===== src/rtl/cache_pkg.sv =====
// Shared cache/memory-side types: address and line widths, MESI state and the
// main-memory arbiter state encoding.
package cache_pkg;

    localparam int ADDR_W     = 32;
    localparam int DEF_LINE_W = 66;

    typedef logic [ADDR_W-1:0] Taddress;

    typedef enum logic [1:0] {
        MESI_I = 2'd0,
        MESI_S = 2'd1,
        MESI_E = 2'd2,
        MESI_M = 2'd3
    } Tmesi_state;

    typedef enum logic [1:0] {
        IDLE    = 2'd0,
        OWNED   = 2'd1,
        ACCESS  = 2'd2,
        RELEASE = 2'd3
    } Tarb_state;

endpackage


===== src/rtl/mm_access_arbiter_rr_picker.sv =====
// Round-robin picker: first asserted request at or after the pointer, wrapping
// modulo NUM_REQ. Purely combinational.
module mm_access_arbiter_rr_picker #(
    parameter int NUM_REQ = 2,
    parameter int PTR_W   = (NUM_REQ > 1) ? $clog2(NUM_REQ) : 1
) (
    input  logic [NUM_REQ-1:0] req,
    input  logic [PTR_W-1:0]   ptr,
    output logic [NUM_REQ-1:0] winner,
    output logic [PTR_W-1:0]   winner_idx,
    output logic               valid
);

    // Scan from the pointer upward; the first hit locks out later candidates.
    always_comb begin
        int               sum_v;
        logic [PTR_W-1:0] idx_v;
        logic             hit_v;
        winner     = '0;
        winner_idx = '0;
        valid      = 1'b0;
        sum_v      = 0;
        idx_v      = '0;
        hit_v      = 1'b0;
        for (int k = 0; k < NUM_REQ; k++) begin
            sum_v          = int'(ptr) + k;
            sum_v          = (sum_v >= NUM_REQ) ? (sum_v - NUM_REQ) : sum_v;
            idx_v          = PTR_W'(sum_v);
            hit_v          = !valid && req[idx_v];
            winner[idx_v]  = winner[idx_v] | hit_v;
            winner_idx     = hit_v ? idx_v : winner_idx;
            valid          = valid | hit_v;
        end
    end

endmodule


===== src/rtl/mm_access_arbiter.sv =====
// Main-memory line-port arbiter: round-robin ownership among NUM_REQ requesters,
// one read or write per start strobe, with ack timeout and idle-hold limit.
module mm_access_arbiter
    import cache_pkg::*;
#(
    parameter int NUM_REQ  = 2,
    parameter int LINE_W   = DEF_LINE_W,
    parameter int TIMEOUT  = 32,
    parameter int MAX_HOLD = 16
) (
    input  logic                              clk,
    input  logic                              reset,
    input  logic [NUM_REQ-1:0]                req,
    input  logic [NUM_REQ-1:0]                start,
    input  logic [NUM_REQ-1:0]                wr,
    input  logic [NUM_REQ-1:0][ADDR_W-1:0]    addr,
    input  logic [NUM_REQ-1:0][LINE_W-1:0]    wdata,
    output logic [NUM_REQ-1:0]                gnt,
    output logic [NUM_REQ-1:0]                done,
    output logic [NUM_REQ-1:0]                err,
    output logic [LINE_W-1:0]                 rdata,
    output Taddress                           mm_addr,
    output logic [LINE_W-1:0]                 mm_wdata,
    output logic                              mm_re,
    output logic                              mm_we,
    input  logic                              mm_ack,
    input  logic [LINE_W-1:0]                 mm_rdata
);

    localparam int PTR_W  = (NUM_REQ > 1) ? $clog2(NUM_REQ) : 1;
    localparam int HOLD_W = $clog2(MAX_HOLD + 1);
    localparam int TO_W   = (TIMEOUT > 1) ? $clog2(TIMEOUT) : 1;

    Tarb_state            st_r;
    logic [PTR_W-1:0]     owner_r;
    logic [PTR_W-1:0]     ptr_r;
    logic [HOLD_W-1:0]    hold_r;
    logic [TO_W-1:0]      to_r;
    logic                 wr_r;
    logic [NUM_REQ-1:0]   gnt_r;
    logic [NUM_REQ-1:0]   done_r;
    logic [NUM_REQ-1:0]   err_r;
    logic [LINE_W-1:0]    rdata_r;
    Taddress              mm_addr_r;
    logic [LINE_W-1:0]    mm_wdata_r;
    logic                 mm_re_r;
    logic                 mm_we_r;

    logic [PTR_W-1:0]     nxt_ptr_s;
    logic [PTR_W-1:0]     pick_ptr_s;
    logic [NUM_REQ-1:0]   pick_gnt_s;
    logic [PTR_W-1:0]     pick_idx_s;
    logic                 pick_vld_s;
    logic                 req_own_s;
    logic                 start_own_s;
    logic                 others_req_s;

    // In RELEASE the pointer is already advanced past the old owner, so a
    // waiting requester can be granted straight away (one dead cycle).
    assign nxt_ptr_s    = (owner_r == PTR_W'(NUM_REQ - 1)) ? '0 : owner_r + PTR_W'(1);
    assign pick_ptr_s   = (st_r == RELEASE) ? nxt_ptr_s : ptr_r;
    assign req_own_s    = |(req & gnt_r);
    assign start_own_s  = |(start & gnt_r);
    assign others_req_s = |(req & ~gnt_r);

    mm_access_arbiter_rr_picker #(
        .NUM_REQ (NUM_REQ),
        .PTR_W   (PTR_W)
    ) u_picker (
        .req        (req),
        .ptr        (pick_ptr_s),
        .winner     (pick_gnt_s),
        .winner_idx (pick_idx_s),
        .valid      (pick_vld_s)
    );

    // Ownership/access sequencer with all outputs registered.
    always_ff @(posedge clk) begin
        if (reset) begin
            st_r       <= IDLE;
            owner_r    <= '0;
            ptr_r      <= '0;
            hold_r     <= '0;
            to_r       <= '0;
            wr_r       <= 1'b0;
            gnt_r      <= '0;
            done_r     <= '0;
            err_r      <= '0;
            rdata_r    <= '0;
            mm_addr_r  <= '0;
            mm_wdata_r <= '0;
            mm_re_r    <= 1'b0;
            mm_we_r    <= 1'b0;
        end else begin
            done_r <= '0;
            err_r  <= '0;
            case (st_r)
                IDLE: begin
                    if (pick_vld_s) begin
                        gnt_r   <= pick_gnt_s;
                        owner_r <= pick_idx_s;
                        hold_r  <= '0;
                        st_r    <= OWNED;
                    end else begin
                        st_r <= IDLE;
                    end
                end
                OWNED: begin
                    if (!req_own_s) begin
                        gnt_r <= '0;
                        st_r  <= RELEASE;
                    end else if (start_own_s) begin
                        mm_addr_r  <= addr[owner_r];
                        mm_wdata_r <= wdata[owner_r];
                        wr_r       <= wr[owner_r];
                        mm_we_r    <= wr[owner_r];
                        mm_re_r    <= ~wr[owner_r];
                        to_r       <= '0;
                        hold_r     <= '0;
                        st_r       <= ACCESS;
                    end else if (hold_r == HOLD_W'(MAX_HOLD)) begin
                        gnt_r <= '0;
                        st_r  <= RELEASE;
                    end else if (others_req_s) begin
                        hold_r <= hold_r + HOLD_W'(1);
                    end else begin
                        hold_r <= hold_r;
                    end
                end
                ACCESS: begin
                    if (mm_ack) begin
                        mm_re_r <= 1'b0;
                        mm_we_r <= 1'b0;
                        done_r  <= gnt_r;
                        rdata_r <= wr_r ? rdata_r : mm_rdata;
                        if (req_own_s) begin
                            st_r <= OWNED;
                        end else begin
                            gnt_r <= '0;
                            st_r  <= RELEASE;
                        end
                    end else if (to_r == TO_W'(TIMEOUT - 1)) begin
                        mm_re_r <= 1'b0;
                        mm_we_r <= 1'b0;
                        err_r   <= gnt_r;
                        gnt_r   <= '0;
                        st_r    <= RELEASE;
                    end else begin
                        to_r <= to_r + TO_W'(1);
                    end
                end
                RELEASE: begin
                    ptr_r <= nxt_ptr_s;
                    if (pick_vld_s && (pick_idx_s != owner_r)) begin
                        gnt_r   <= pick_gnt_s;
                        owner_r <= pick_idx_s;
                        hold_r  <= '0;
                        st_r    <= OWNED;
                    end else begin
                        st_r <= IDLE;
                    end
                end
                default: begin
                    gnt_r   <= '0;
                    mm_re_r <= 1'b0;
                    mm_we_r <= 1'b0;
                    st_r    <= IDLE;
                end
            endcase
        end
    end

    assign gnt      = gnt_r;
    assign done     = done_r;
    assign err      = err_r;
    assign rdata    = rdata_r;
    assign mm_addr  = mm_addr_r;
    assign mm_wdata = mm_wdata_r;
    assign mm_re    = mm_re_r;
    assign mm_we    = mm_we_r;

endmodule


===== config.mk =====
export PLATFORM = sky130hd
export DESIGN_NAME = mm_access_arbiter
export DESIGN_NICKNAME = d
export VERILOG_FILES = /design/src/rtl/cache_pkg.sv /design/src/rtl/mm_access_arbiter_rr_picker.sv /design/src/rtl/mm_access_arbiter.sv
export SDC_FILE = /design/constraint.sdc
export NUM_CORES = 1
export LEC_CHECK = 0
export BUFFER_PORTS_ARGS = -buffer_cell sky130_fd_sc_hd__buf_2
export CORE_AREA = 2 2 170 172
export CTS_CLUSTER_DIAMETER = 120
export DETAILED_ROUTE_END_ITERATION = 6
export DIE_AREA = 0 0 172 174
export PLACE_DENSITY = 0.54
export RECOVER_POWER = 25
export SLEW_MARGIN = 20
export SYNTH_ARGS = -nofsm -noshare
export SYNTH_HDL_FRONTEND = slang
export SYNTH_HIERARCHICAL = 1
export SYNTH_SLANG_ARGS = --single-unit

===== constraint.sdc =====
create_clock -name clk -period 5.4 [get_ports clk]
set_clock_uncertainty 0.15 [all_clocks]
set_input_delay 0.81 -clock clk [delete_from_list [all_inputs] [get_ports clk]]
set_output_delay 0.81 -clock clk [all_outputs]
set_load 0.01 [all_outputs]

### Word level (Yosys, flattened, before mapping)

Cells that the tools add are included.
Widths: inputs -> output; s select.

| storage, ports and cells | value |
|---|---|
| register bits | 187 |
| bits in latches | 0 |
| bits in writable memories | 0 |
| bits in read-only memories | 0 |
| bits of input ports | 271 |
| logic and storage cells | 146 |
| memories | 0 |

| cells by class | value |
|---|---|
| add/sub/neg operators | 6 |
| multiply operators | 0 |
| divide/modulo/power cells | 0 |
| order comparisons | 7 |
| eq/ne operators | 19 |
| shift operators | 0 |
| muxes and demuxes | 65 |
| bitwise gates (word level) | 13 |
| reductions and logical operators | 22 |

Operators by type and width:

| kind | count |
|---|---|
| $mux 66 | 2 |
| $mux 32 | 2 |
| $mux 5 | 10 |
| $mux 2 | 14 |
| $mux 1 | 27 |
| $ne 3x3->1 const B | 6 |
| $pmux 2 s4 | 2 |
| $pmux 5 s3 | 1 |
| $reduce_and 6->1 | 2 |
| $add 5x1->5 const B | 2 |
| $eq 5x5->1 const B | 2 |
| $ne 2x2->1 const B | 5 |
| $pmux 5 s2 | 1 |
| $reduce_and 3->1 | 3 |
| $and 2x2->2 | 4 |
| $lt 1x2->1 const B | 3 |
| $pmux 1 s2 | 3 |
| $reduce_or 2->1 | 3 |
| $not 1->1 | 5 |
| $reduce_and 5->1 | 1 |
| $eq 2x2->1 const B | 2 |
| $logic_and 1x1->1 | 4 |
| $ne 4x4->1 const B | 1 |
| $reduce_and 4->1 | 1 |
| 20 further kinds | 26 |

### Depth between registers and ports, before layout

| depth | value |
|---|---|
| depth after elaboration | 16 |
| depth in mapped cells | 10 |
| depth with buffers taken out | 8 |

### Cells and area by module

The synthesis kept the hierarchy.

By module, submodules not included:

| module | times used | cells each | area an instance (um2) | sequential area each (um2) |
|---|---|---|---|---|
| mm_access_arbiter | 1 | 873 | 7810.0 | 3743.6 |
| mm_access_arbiter_rr_picker | 1 | 5 | 32.5 | 0.0 |

### Worst setup path before layout

No wires, ideal clock.

| timing | value |
|---|---|
| kind | reg-to-reg |
| from | register owner_r |
| to | register hold_r[2] |
| arrival | 2.314 ns |
| setup slack | 2.843 ns |
| cell stages (with the launch flop) | 11 |
| path buffers | 3 |
| clock period less this slack | 2.557 ns |
| cells stage by stage | dfxtp_1 > buf_2 > buf_2 > buf_2 > mux2i_1 > inv_1 > a21boi_1 > xnor2_1 > a221o_1 > or4_4 > o32ai_1 |

| between the ends | value |
|---|---|
| longest elaborated chain between the ends | 14 |
| elaborated cells between the ends (all ways) | 24 |
| those cells by class | 4 x add/sub; 2 x order compare; 3 x eq/ne; 10 x mux; 1 x bitwise; 4 x reduce/logical |

RTL lines:

| item | RTL line | RTL |
|---|---|---|
| start: declaration | mm_access_arbiter.sv:35 | `logic [PTR_W-1:0] owner_r;` |
| start signal: assignment | mm_access_arbiter.sv:101 | `owner_r <= pick_idx_s;` |
| start signal: assignment | mm_access_arbiter.sv:156 | `owner_r <= pick_idx_s;` |
| $add 1x1->1 | mm_access_arbiter.sv:60 | `assign nxt_ptr_s = (owner_r == PTR_W'(NUM_REQ - 1)) ? '0 : owner_r + PTR_W'(1);` |
| $mux 1 (*) | mm_access_arbiter.sv:60 |  |
| $mux 1 (*) | -- |  |
| via pick_ptr_s | mm_access_arbiter.sv:50 | `logic [PTR_W-1:0] pick_ptr_s;` |
| $add 1x1->2 (tied with other cells) | mm_access_arbiter_rr_picker.sv:26 | `sum_v = int'(ptr) + k;` |
| $ge 2x2->1 (tied with other cells) | mm_access_arbiter_rr_picker.sv:27 | `sum_v = (sum_v >= NUM_REQ) ? (sum_v - NUM_REQ) : sum_v;` |
| $mux 1 (on tied branches) | mm_access_arbiter_rr_picker.sv:27, mm_access_arbiter_rr_picker.sv:29 |  |
| $mux 1 (implied by the code) | mm_access_arbiter_rr_picker.sv:29 | `hit_v = !valid && req[idx_v];` |
| $mux 1 (implied by the code) / $logic_not 1->1 (equally long branches) | mm_access_arbiter_rr_picker.sv:29 |  |
| $logic_and 1x1->1 | mm_access_arbiter_rr_picker.sv:29 |  |
| $mux 1 (*) | mm_access_arbiter_rr_picker.sv:31 | `winner_idx = hit_v ? idx_v : winner_idx;` |
| via pick_idx_s | mm_access_arbiter.sv:52 | `logic [PTR_W-1:0] pick_idx_s;` |
| $ne 1x1->1 (*) | mm_access_arbiter.sv:154 | `if (pick_vld_s && (pick_idx_s != owner_r)) begin` |
| $logic_and 1x1->1 (*) | mm_access_arbiter.sv:154 |  |
| $ne 2x1->1 (no source line) (*) | -- |  |
| $reduce_and 6->1 (no source line) (*) | -- |  |
| end signal: assignment | mm_access_arbiter.sv:125 | `hold_r <= hold_r + HOLD_W'(1);` |
| end signal: assignment | mm_access_arbiter.sv:127 | `hold_r <= hold_r;` |
| end: declaration | mm_access_arbiter.sv:37 | `logic [HOLD_W-1:0] hold_r;` |

The timed path passes the listed nets; every way through them passes the cells marked *. The select of a mux whose other input is x is not followed.
A chain may end at the register's enable or synchronous reset.

### Final worst setup path

| timing | value |
|---|---|
| from | register st_r[1] |
| to | register hold_r[2] |

| between the ends | value |
|---|---|
| longest elaborated chain between the ends | 13 |
| elaborated cells between the ends (all ways) | 30 |
| those cells by class | 3 x add/sub; 2 x order compare; 8 x eq/ne; 10 x mux; 1 x bitwise; 6 x reduce/logical |

RTL lines:

| item | RTL line | RTL |
|---|---|---|
| start: declaration | mm_access_arbiter.sv:34 | `Tarb_state st_r;` |
| start signal: assignment | mm_access_arbiter.sv:80 | `st_r <= IDLE;` |
| start signal: assignment | mm_access_arbiter.sv:103 | `st_r <= OWNED;` |
| start signal: assignment | mm_access_arbiter.sv:105 | `st_r <= IDLE;` |
| $eq 2x2->1 (*) | mm_access_arbiter.sv:61 | `assign pick_ptr_s = (st_r == RELEASE) ? nxt_ptr_s : ptr_r;` |
| $mux 1 (*) | -- |  |
| via pick_ptr_s | mm_access_arbiter.sv:50 |  |
| $add 1x1->2 (tied with other cells) | mm_access_arbiter_rr_picker.sv:26 |  |
| $ge 2x2->1 (tied with other cells) | mm_access_arbiter_rr_picker.sv:27 |  |
| $mux 1 (on tied branches) | mm_access_arbiter_rr_picker.sv:27, mm_access_arbiter_rr_picker.sv:29 |  |
| $mux 1 (implied by the code) | mm_access_arbiter_rr_picker.sv:29 |  |
| $mux 1 (implied by the code) / $logic_not 1->1 (equally long branches) | mm_access_arbiter_rr_picker.sv:29 |  |
| $logic_and 1x1->1 | mm_access_arbiter_rr_picker.sv:29 |  |
| $mux 1 (*) | mm_access_arbiter_rr_picker.sv:31 |  |
| via pick_idx_s | mm_access_arbiter.sv:52 |  |
| $ne 1x1->1 (*) | mm_access_arbiter.sv:154 |  |
| $logic_and 1x1->1 (*) | mm_access_arbiter.sv:154 |  |
| $ne 2x1->1 (no source line) (*) | -- |  |
| $reduce_and 6->1 (no source line) (*) | -- |  |

Marked as above.

==> results.md <==
- The number of antenna violations at the first check in global routing is 5.
- The first-iteration detailed-routing DRC count is 409.
- In the synthesized netlist, the number of instances is 878.
- The maximum level of the CTS H-tree is 4.
- The element type at the critical path end is a flip-flop.
- The ratio of cells with drive above 1 in the final layout is 31.29%.
- Global routing consumed, over all layers together, 17.88% of the routing resources.
- Across the run, the number of max-cap violations was 0.
- The worst-case IR drop observed on VDD is 196.6 µV.
- For the final routed database, the setup TNS stands at 0 ps.
- The die covers 29,930 µm².
- The worst path needs 2863 ps of the cycle, external delays included.
- The leakage power summed over all cells is 4.228 nW.
- The arrival time of data at the critical path endpoint is 3050 ps.
- The slowest stage of the critical path is the sky130_fd_sc_hd__or4_4 cell.
- The number of enable-type register cells in the synthesized netlist is 0.
- After synthesis, the mean cell area works out to 8.932 µm².
- Setup repair after global routing left no endpoint under its margin.
- Setup violations remaining at the end of the flow were counted as 0.
- Clock-pin slew was measured on the worst setup and hold paths at 70 ps.
- The area of the mapped netlist is 7843 µm².
- Relative to the synthesized area, the layout overhead comes to 37.51%.
- The starting utilization of the core area is 27.77%.
- The first global-routing pass estimated 41,240 µm of wire.
- The biggest cell delay along the critical path is 540 ps.
- TritonCTS created 17 clock buffers.
- The share of the yosys chip area belonging to registers is 47.73%.
- The run finished with clean final reports.
- The biggest area consumer among synthesized cells is sky130_fd_sc_hd__dfxtp_1.
- Entering global routing, the biggest net connects 197 pins.
- The number of global-route vias before repair is 7,315.
- The clock tree from TritonCTS is done.
- The launching element type of the critical path is a flip-flop.
- The floorplan has 62 rows.
- Clock tree synthesis selected as its root buffer the cell sky130_fd_sc_hd__clkbuf_16.
- Counting flops and latches in the post-synthesis netlist gives 187.
- The number of warnings printed during yosys synthesis is 6.
- Leaving out filler cells and counting taps, the final layout contains 1,673.
- Traced cell by cell, the critical path runs through ha_1, mux2i_1, inv_1, a21boi_1, xnor2_1, a221o_1, or4_4, o32ai_1.
- The cell total after placement is 1,640.
- The I/O pin count is 443.
- Once detail routing completed, the nets flagged for antenna violations numbered 0.
- The number of hold buffers added after CTS was 0.
- In the final design database the tool counted 1,556 nets.
- Ranked by total cell area, the synthesized netlist is headed by sky130_fd_sc_hd__dfxtp_1, sky130_fd_sc_hd__mux2i_1, sky130_fd_sc_hd__a211oi_1.
- In this run the horizontal extent of the chip is 172 µm.
- The maximum clock frequency is 349.3 MHz.
- The post-detailed-routing wire length is 27,680 µm.
- The startpoint-to-endpoint class of the critical path is flip-flop to flip-flop.
- Data on the critical path is required at its endpoint by 5580 ps.
- The number of clock sinks seen by CTS is 187.
- In this run the worst path has a maximum fanout of 7.
- The number of gates given a new drive strength after cts is 0.
- The half-perimeter wire length after detailed placement is 20,580 µm.
- The height of the die is 174 µm.
- The clock passes through at most 2 buffers.
- The DRC violations left is 0.
- The number of nets in the synthesized netlist is 1,159.
- The routed layout has 7,706 vias.
- The main flop type after synthesis is sky130_fd_sc_hd__dfxtp_1.
- The congestion estimate from routability-driven global placement came to 0.8162.
- The share of the clock period used by the worst path after layout is 53.02%.
- After detailed routing, the average wire length per cell comes to 16.55 µm.
- The area of the core region is 28,240 µm².
- Overall power consumption after layout is estimated at 3.630 mW.
- In this run the post-CTS setup repair buffer count came out at 0.
- The max-slew violation total from the final report is 0.
- The number of detailed-route iterations in the first pass is 4.
- The actual transition at the worst max-transition pin is 1035 ps.
- The kind of cell adding the most delay to the critical path is compound AO/OA/AOI/OAI gates.
- In the synthesized netlist the async set-or-reset flop fraction comes to 0%.
- The power density over the cells is 336.6 nW/µm².
- The number of port buffers is 442.
- The remaining global-route overflow is 0.
- The path category of the worst min-delay check is flip-flop to flip-flop.
- The insertion delay to the later sink of the worst-skew pair is 430 ps.
- The relative slew slack is 31.02%.
- The via density per instance is 4.606.
- The count of final hold-check violations was 0.
- Summed over its instances, the top area cell type makes up 47.73% of the synthesized netlist area.
- Together, buffers and inverters on the worst path number 1.
- The count of cell types in the netlist is 52.
## cells in the final DEF, fill, tap and decap left out, drive strengths merged, types with 7 or more instances in the layout
| cell type | synthesis | routed |
|---|---|---|
| a211oi | 106 | 106 |
| nand2 | 139 | 139 |
| a21oi | 74 | 74 |
| inv | 12 | 19 |
| clkbuf | 48 | 104 |
| o21ai | 7 | 7 |
| ha | 10 | 10 |
| buf | 23 | 365 |
| dfxtp | 187 | 187 |
| mux2i | 101 | 101 |
| nor2 | 105 | 105 |
## synth_stat cells (5+ instances only)
master                     count
sky130_fd_sc_hd__dfxtp_1     187
sky130_fd_sc_hd__clkbuf_1     48
sky130_fd_sc_hd__o32ai_1       5
sky130_fd_sc_hd__nor2_1      105
sky130_fd_sc_hd__nand4_1       5
sky130_fd_sc_hd__a211oi_1    106
sky130_fd_sc_hd__a21oi_1      74
sky130_fd_sc_hd__inv_1        12
sky130_fd_sc_hd__buf_2        17
sky130_fd_sc_hd__ha_1         10
sky130_fd_sc_hd__o21ai_0       7
sky130_fd_sc_hd__mux2i_1     101
sky130_fd_sc_hd__buf_1         6
sky130_fd_sc_hd__nand2_1     139
## power breakdown
part / leakage [nW] / switching, mW / internal [mW]
clock network: 0.270 / 0.604 / 0.619
logic: 2.45 / 0.514 / 0.355
registers: 1.51 / 0.0756 / 1.46
## final cells by class
type                    instances  area, µm²
clock inverters                12      105.1
well taps                     384      480.5
inverters                      12      45.04
repair buffers                449       2178
diodes                          1      2.502
multi-input cells             608       3779
flip-flops and latches        187       3747
fillers                      3038      17450
clock buffers                  20      446.7
## cell families after synthesis
kind of cell | synth area share, %
XOR/XNOR | 0.1117
adder cells (fa/ha/maj) | 1.595
multiplexers | 12.89
buffers and inverters | 4.244
AND/OR/NAND/NOR | 14.65
AO/OA/AOI/OAI | 18.78
flip-flops | 47.73
## state kept, by name, summed over array words and instances (netlist names)
name	flops
rdata	66
gnt	2
mm_we	1
ptr_r	1
mm_re	1
hold_r	5
mm_addr	32
done	2
to_r	5
mm_wdata	66
st_r	2
wr_r	1
err	2
owner_r	1
## stage by stage
stage / util, % / instance area (µm²) / hold WS, ps / worst slack [ps]
floorplan: - / 7843 / 298.3 / 2843
global route: 38.19 / 10780 / 325.7 / 2278
finish: 38.19 / 10780 / 304.6 / 2537
global placement: 36.60 / 10330 / 288.5 / 2555
CTS: 38.55 / 10890 / 303.1 / 2524
detailed placement: 36.60 / 10330 / 293.2 / 2466
## worst min-delay path, delay by kind of cell (launching register included)
family             cells  cell delay, ps
AOI/OAI and AO/OA      1              50
DFF                    1             310
and+or+nand+nor        1              50
## routing by layer
metal,vias up,share of wire [%],routed length [µm],global-route usage [%]
met5,-,0.083,23,0
met1,3487,42,11580,21.20
met4,6,0.86,238,4.167
met3,21,8.8,2437,6.352
met2,286,48,13400,30.77
li1,3906,-,-,-
## worst paths after layout
path	start	end	slack (ps)	cells past startpoint
setup / recovery	st_r[1]	hold_r[2]	2540	8
hold / removal	rdata[12]	rdata[12]	300	2
setup reg to reg	st_r[1]	hold_r[2]	2540	8
hold reg to reg	rdata[12]	rdata[12]	300	2
Note: power is estimated with default switching activity, not from simulation.
